<file path="config.mk">
export PLATFORM = sky130hd
export DESIGN_NAME = motor_seq_ctrl
export DESIGN_NICKNAME = d
export VERILOG_FILES = /design/src/rtl/motor_seq_ctrl.sv
export SDC_FILE = /design/constraint.sdc
export NUM_CORES = 1
export LEC_CHECK = 0
export BUFFER_PORTS_ARGS = -buffer_cell sky130_fd_sc_hd__buf_2
export CAP_MARGIN = 20
export CELL_PAD_IN_SITES_DETAIL_PLACEMENT = 0
export CELL_PAD_IN_SITES_GLOBAL_PLACEMENT = 2
export CORE_ASPECT_RATIO = 0.8
export CORE_MARGIN = 8
export CORE_UTILIZATION = 39
export DETAILED_ROUTE_END_ITERATION = 10
export PLACE_DENSITY_LB_ADDON = 0.1
export SLEW_MARGIN = 15
export SYNTH_ARGS = -nofsm -noshare
export SYNTH_HDL_FRONTEND = slang
export SYNTH_SLANG_ARGS = --single-unit
</file>
<file path="constraint.sdc">
create_clock -name sclk -period 3.45 [get_ports sclk]
set_input_delay 0.8625 -clock sclk [delete_from_list [all_inputs] [get_ports sclk]]
set_output_delay 0.8625 -clock sclk [all_outputs]
set_load 0.1 [all_outputs]
</file>
<file path="src/rtl/motor_seq_ctrl.sv">
// Motion sequencer: soft-start ramp, timed hold, ramp-down and coast-down dead time for a PWM motor driver.
// Latency: accept to pwm_enable is one cycle; speed moves one level every RAMP_TICKS ticks.
// Backpressure: cmd_ready only in IDLE with estop low; commands offered while busy are dropped, not queued.
module motor_seq_ctrl #(
   parameter int unsigned TICK_DIV   = 50000,
   parameter int unsigned RAMP_TICKS = 20,
   parameter int unsigned DEAD_TICKS = 100
) (
   input  logic        sclk,
   input  logic        s_rst_n,
   input  logic        cmd_valid,
   output logic        cmd_ready,
   input  logic        cmd_dir,
   input  logic [2:0]  cmd_speed,
   input  logic [15:0] cmd_dur,
   input  logic        stop_req,
   input  logic        estop,
   output logic        pwm_enable,
   output logic        pwm_direct,
   output logic [2:0]  pwm_cnt,
   output logic        busy,
   output logic        done,
   output logic        fault
);

   localparam int unsigned PW = (TICK_DIV   > 1) ? $clog2(TICK_DIV)   : 1;
   localparam int unsigned RW = (RAMP_TICKS > 1) ? $clog2(RAMP_TICKS) : 1;
   localparam int unsigned DW = (DEAD_TICKS > 1) ? $clog2(DEAD_TICKS) : 1;

   localparam logic [PW-1:0] PRESC_LAST = PW'(TICK_DIV - 1);
   localparam logic [RW-1:0] RAMP_LAST  = RW'(RAMP_TICKS - 1);
   localparam logic [DW-1:0] DEAD_LAST  = DW'(DEAD_TICKS - 1);

   typedef enum logic [2:0] {
      S_IDLE,
      S_RAMP_UP,
      S_RUN,
      S_RAMP_DOWN,
      S_DEAD
   } state_t;

   state_t        state_q,      state_d;
   logic [PW-1:0] presc_q,      presc_d;
   logic [2:0]    cur_speed_q,  cur_speed_d;
   logic [2:0]    tgt_speed_q,  tgt_speed_d;
   logic          dir_q,        dir_d;
   logic [15:0]   dur_cnt_q,    dur_cnt_d;
   logic [RW-1:0] ramp_cnt_q,   ramp_cnt_d;
   logic [DW-1:0] dead_cnt_q,   dead_cnt_d;
   logic          pwm_enable_q, pwm_enable_d;
   logic          done_q,       done_d;
   logic          fault_q,      fault_d;

   logic          tick;
   logic          step_due;

   // Free-running prescaler; its phase is never re-aligned to commands.
   always_comb begin
      tick    = (presc_q == PRESC_LAST);
      presc_d = tick ? '0 : presc_q + PW'(1);
   end

   // Sequencer next state: estop first, then stop_req, then duration expiry, then ramp steps.
   always_comb begin
      state_d      = state_q;
      cur_speed_d  = cur_speed_q;
      tgt_speed_d  = tgt_speed_q;
      dir_d        = dir_q;
      dur_cnt_d    = dur_cnt_q;
      ramp_cnt_d   = ramp_cnt_q;
      dead_cnt_d   = dead_cnt_q;
      pwm_enable_d = pwm_enable_q;
      done_d       = 1'b0;
      fault_d      = fault_q;
      step_due     = tick && (ramp_cnt_q == RAMP_LAST);

      if (estop && (state_q != S_IDLE)) begin
         // Holding estop keeps dead_cnt pinned at 0, so the dead time restarts on release.
         state_d      = S_DEAD;
         cur_speed_d  = 3'd0;
         pwm_enable_d = 1'b0;
         dead_cnt_d   = '0;
         fault_d      = 1'b1;
      end else begin
         case (state_q)
            S_IDLE: begin
               if (cmd_valid && cmd_ready) begin
                  fault_d = 1'b0;
                  if (cmd_speed == 3'd0) begin
                     done_d = 1'b1;
                  end else begin
                     tgt_speed_d  = cmd_speed;
                     dir_d        = cmd_dir;
                     dur_cnt_d    = cmd_dur;
                     ramp_cnt_d   = '0;
                     pwm_enable_d = 1'b1;
                     state_d      = S_RAMP_UP;
                  end
               end
            end
            S_RAMP_UP: begin
               if (stop_req) begin
                  state_d    = S_RAMP_DOWN;
                  ramp_cnt_d = '0;
               end else if (step_due) begin
                  ramp_cnt_d  = '0;
                  cur_speed_d = cur_speed_q + 3'd1;
                  if ((cur_speed_q + 3'd1) == tgt_speed_q) begin
                     state_d = S_RUN;
                  end
               end else if (tick) begin
                  ramp_cnt_d = ramp_cnt_q + RW'(1);
               end
            end
            S_RUN: begin
               // dur_cnt of 0 means continuous: only stop_req leaves RUN.
               if (stop_req) begin
                  state_d    = S_RAMP_DOWN;
                  ramp_cnt_d = '0;
               end else if (tick && (dur_cnt_q != 16'd0)) begin
                  dur_cnt_d = dur_cnt_q - 16'd1;
                  if (dur_cnt_q == 16'd1) begin
                     state_d    = S_RAMP_DOWN;
                     ramp_cnt_d = '0;
                  end
               end
            end
            S_RAMP_DOWN: begin
               // A stop before the first up-step arrives here already at level 0.
               if (cur_speed_q == 3'd0) begin
                  state_d      = S_DEAD;
                  pwm_enable_d = 1'b0;
                  dead_cnt_d   = '0;
               end else if (step_due) begin
                  ramp_cnt_d  = '0;
                  cur_speed_d = cur_speed_q - 3'd1;
                  if (cur_speed_q == 3'd1) begin
                     state_d      = S_DEAD;
                     pwm_enable_d = 1'b0;
                     dead_cnt_d   = '0;
                  end
               end else if (tick) begin
                  ramp_cnt_d = ramp_cnt_q + RW'(1);
               end
            end
            S_DEAD: begin
               // fault doubles as the aborted flag: it is set by estop and cleared on accept.
               if (tick) begin
                  if (dead_cnt_q == DEAD_LAST) begin
                     state_d    = S_IDLE;
                     dead_cnt_d = '0;
                     done_d     = ~fault_q;
                  end else begin
                     dead_cnt_d = dead_cnt_q + DW'(1);
                  end
               end
            end
            default: begin
               state_d      = S_IDLE;
               cur_speed_d  = 3'd0;
               pwm_enable_d = 1'b0;
            end
         endcase
      end
   end

   // State and output registers with synchronous active-low reset.
   always_ff @(posedge sclk) begin
      if (!s_rst_n) begin
         state_q      <= S_IDLE;
         presc_q      <= '0;
         cur_speed_q  <= 3'd0;
         tgt_speed_q  <= 3'd0;
         dir_q        <= 1'b0;
         dur_cnt_q    <= 16'd0;
         ramp_cnt_q   <= '0;
         dead_cnt_q   <= '0;
         pwm_enable_q <= 1'b0;
         done_q       <= 1'b0;
         fault_q      <= 1'b0;
      end else begin
         state_q      <= state_d;
         presc_q      <= presc_d;
         cur_speed_q  <= cur_speed_d;
         tgt_speed_q  <= tgt_speed_d;
         dir_q        <= dir_d;
         dur_cnt_q    <= dur_cnt_d;
         ramp_cnt_q   <= ramp_cnt_d;
         dead_cnt_q   <= dead_cnt_d;
         pwm_enable_q <= pwm_enable_d;
         done_q       <= done_d;
         fault_q      <= fault_d;
      end
   end

   assign cmd_ready  = (state_q == S_IDLE) && !estop;
   assign busy       = (state_q != S_IDLE);
   assign pwm_enable = pwm_enable_q;
   assign pwm_direct = dir_q;
   assign pwm_cnt    = cur_speed_q;
   assign done       = done_q;
   assign fault      = fault_q;

endmodule

</file>
==> out/qor.csv <==
stage,metric,value,unit
run_status,outcome,completed,
yosys,syn_inst,419,
yosys,ys_ff_latch,57,
sta,relSlewSlack,46.0,%
placed_design,dp_hpwl,6880,µm
floorplanning,rows,31,
clock_tree,cts_tree,yes,
pwr,p_per_area,665,nW/µm²
yosys,ys_seq_area_share,32.4,%
yosys,syn-cell-area,3520,µm²
setup_path,end_kind,register,
setup_path,path_class,register to register,
cells_and_area,final_common_cell,dfxtp_1,
yosys,ys.warnings.count,0,
yosys,synth.avg_cell_area,8.39,µm²
run,drv_cap,0,
cells_and_area,final_cell_mix,"57 x dfxtp_1, 44 x nor2_1, 40 x nand2_1",
cells_and_area,area_growth,15.8,%
sta,skew,5.72,ps
yosys,syn_nets,454,
drt,routedWlPerCell,17.3,µm
clock_tree,cts_setup_buffers,0,
drt,ant_nets,0,
yosys,synth_area_leaders,"dfxtp_1 32%, nor2_1 4.7%, a21oi_1 4.6%, nand2_1 4.3%, ha_1 3.6%",
yosys,synth_ff_type,dfxtp_1,
global_route,grt.overflow.total,0,
sta,setup_viol,0,
drt,first_pass_iters,5,
sta,drv_slew,0,
drt,drt-initial-drc-count,204,
clock_tree,cts_root_buf,clkbuf_16,
cells_and_area,fill_cells,930,
yosys,synth_top_area_share,32.4,%
sta,period_share,76.7,%
sta,post-route-min-period,2650,ps
clock_tree,clock_latency,330,ps
clock_tree,htree_num_levels,3,
global_route,grt_pass1_wl,15900,µm
yosys,synthDistinctLibCells,73,
drt,drc_errors,0,
floorplanning,fp.dieH,101,µm
setup_path,worstPathRequired,3690,ps
clock_tree,hold_buffers,0,
hold_path,hp-class,register to register,
clock_tree,cts.sinks,57,
yosys,synth-edff-count,0,
clock_tree,clk_path_buf_depth,2,
global_route,grt_max_degree,37,
sta,finalSetupTns,0,ps
sta,worstMarginPinSlew,811,ps
cells_and_area,diodes,0,
floorplanning,core-area,8920,µm²
global_route,grt_pass1_vias,3041,
clock_tree,cts_buffers,9,
drt,vias_per_cell,5.74,
placed_design,dpl_cell_area,3790,µm²
setup_path,start_kind,register,
drt,wl,9780,µm
yosys,synth_top_cell_by_area,dfxtp_1,
yosys,async_reset_ff_share,0,%
drt,num_vias,3238,
floorplanning,dieArea,12300,µm²
clock_tree,clk_pin_slew,50,ps
placed_design,port_buffers,33,
floorplanning,die_x,122,µm
floorplanning,start_util,39.4,%
setup_path,path_max_fanout,20,
sta,max_clock_freq,378,MHz
global_route,antenna_found_initial,0,
pwr,leakage,1.53,nW
clock_tree,cts-resized-gates,0,
cells_and_area,drive_above_1_share,17.8,%
cells_and_area,fin_nets,481,
global_route,grt_use_total,16.3,%
sta,rsz0062_at_grt,false,
placed_design,globalplace.congestion,0.787,
setup_path,crit_arrival,2880,ps
pwr,ir_drop,0.782,mV
cells_and_area,design_area,4070,µm²
floorplanning,num_io_pins,34,
sta,hold_viol_final,0,
## where the power goes
part | switching (mW) | total [mW] | internal, mW
clock network | 0.311 | 0.879 | 0.569
logic | 0.665 | 0.996 | 0.331
registers | 0.108 | 0.831 | 0.723
## state kept, by name, summed over array words and instances, names as in the netlist, 3 cells and up
| register | flops |
|---|---|
| presc_q | 16 |
| tgt_speed_q | 3 |
| state_q | 3 |
| dead_cnt_q | 7 |
| dur_cnt_q | 16 |
| ramp_cnt_q | 5 |
| pwm_cnt | 3 |
## synth_stat cells (3+ instances only)
library cell and number:
dfxtp_1 57, nor2_1 44, nand2_1 40, a21oi_1 32, clkbuf_1 18, nand3_1 15, a31oi_1 12, nor3_1 12
o21ai_0 11, and3_1 10, ha_1 10, inv_1 10, xnor2_1 10, nor4_1 8, xor2_1 7, nand4_1 6
nor3b_1 6, o32ai_2 6, a22oi_1 5, a32o_1 5, and2_1 5, nand2b_1 5, a21o_1 4, buf_2 4
o22ai_1 4, a211oi_1 3, mux2i_1 3, nand3b_1 3, nor2b_1 3, nor4_2 3, or4_1 3
## per-layer routing
layer	wire, µm	track usage, %	share of wire, %	up-vias
li1	-	-	-	1618
met2	4010	22.5	41	79
met4	65	4.77	0.66	0
met1	5180	23.8	53	1533
met5	0	0	0	-
met3	521	4.26	5.3	8
## worst max-delay path, stage by stage, from the launching register on
cell      delay [ps]
dfxtp_1          720
nor3b_2          290
buf_4            190
nand2b_1          90
a2111o_1         610
and2_4           380
o32ai_1          270
## path summary, 6_finish.rpt
path / from / to / slack (ps) / depth (start not counted)
max: state_q[1] / dur_cnt_q[5] / 800 / 6
min: presc_q[0] / presc_q[0] / 450 / 1
max reg2reg: state_q[1] / dur_cnt_q[5] / 800 / 6
min reg2reg: presc_q[0] / presc_q[0] / 450 / 1
## metrics by stage
step	power, mW	worst slack (ps)	hold slack (ps)	std cells	util, %
5_1_grt	2.85	717	489	564	45.7
6_report	2.71	803	450	564	45.7
3_5_place_dp	1.84	812	440	550	42.5
2_1_floorplan	1.62	424	418	419	-
4_1_cts	2.73	829	452	564	45.7
3_3_place_gp	1.84	844	427	550	42.5
## cell type report
| class | count | area (µm²) | area share, % |
|---|---|---|---|
| clock buffers | 11 | 243 | 5.96 |
| clock inverters | 3 | 42.5 | 1.04 |
| inverters | 10 | 37.5 | 0.922 |
| multi-input cells | 329 | 2250 | 55.4 |
| flip-flops and latches | 57 | 1140 | 28.0 |
| well taps | 115 | 144 | 3.53 |
| repair buffers | 39 | 210 | 5.16 |
## cell families (layout without fill, tap and decap cells)
| group | Yosys count | in the layout | synth area share, % |
|---|---|---|---|
| xor+xnor | 18 | 18 | 4.91 |
| buf+inv | 33 | 63 | 3.88 |
| flops | 57 | 57 | 32.4 |
| compound gates | 111 | 111 | 24.3 |
| mux | 4 | 4 | 1.17 |
| fa+ha+maj | 10 | 10 | 3.56 |
| simple gates | 186 | 186 | 29.8 |
(Power assumes the default switching activity.)
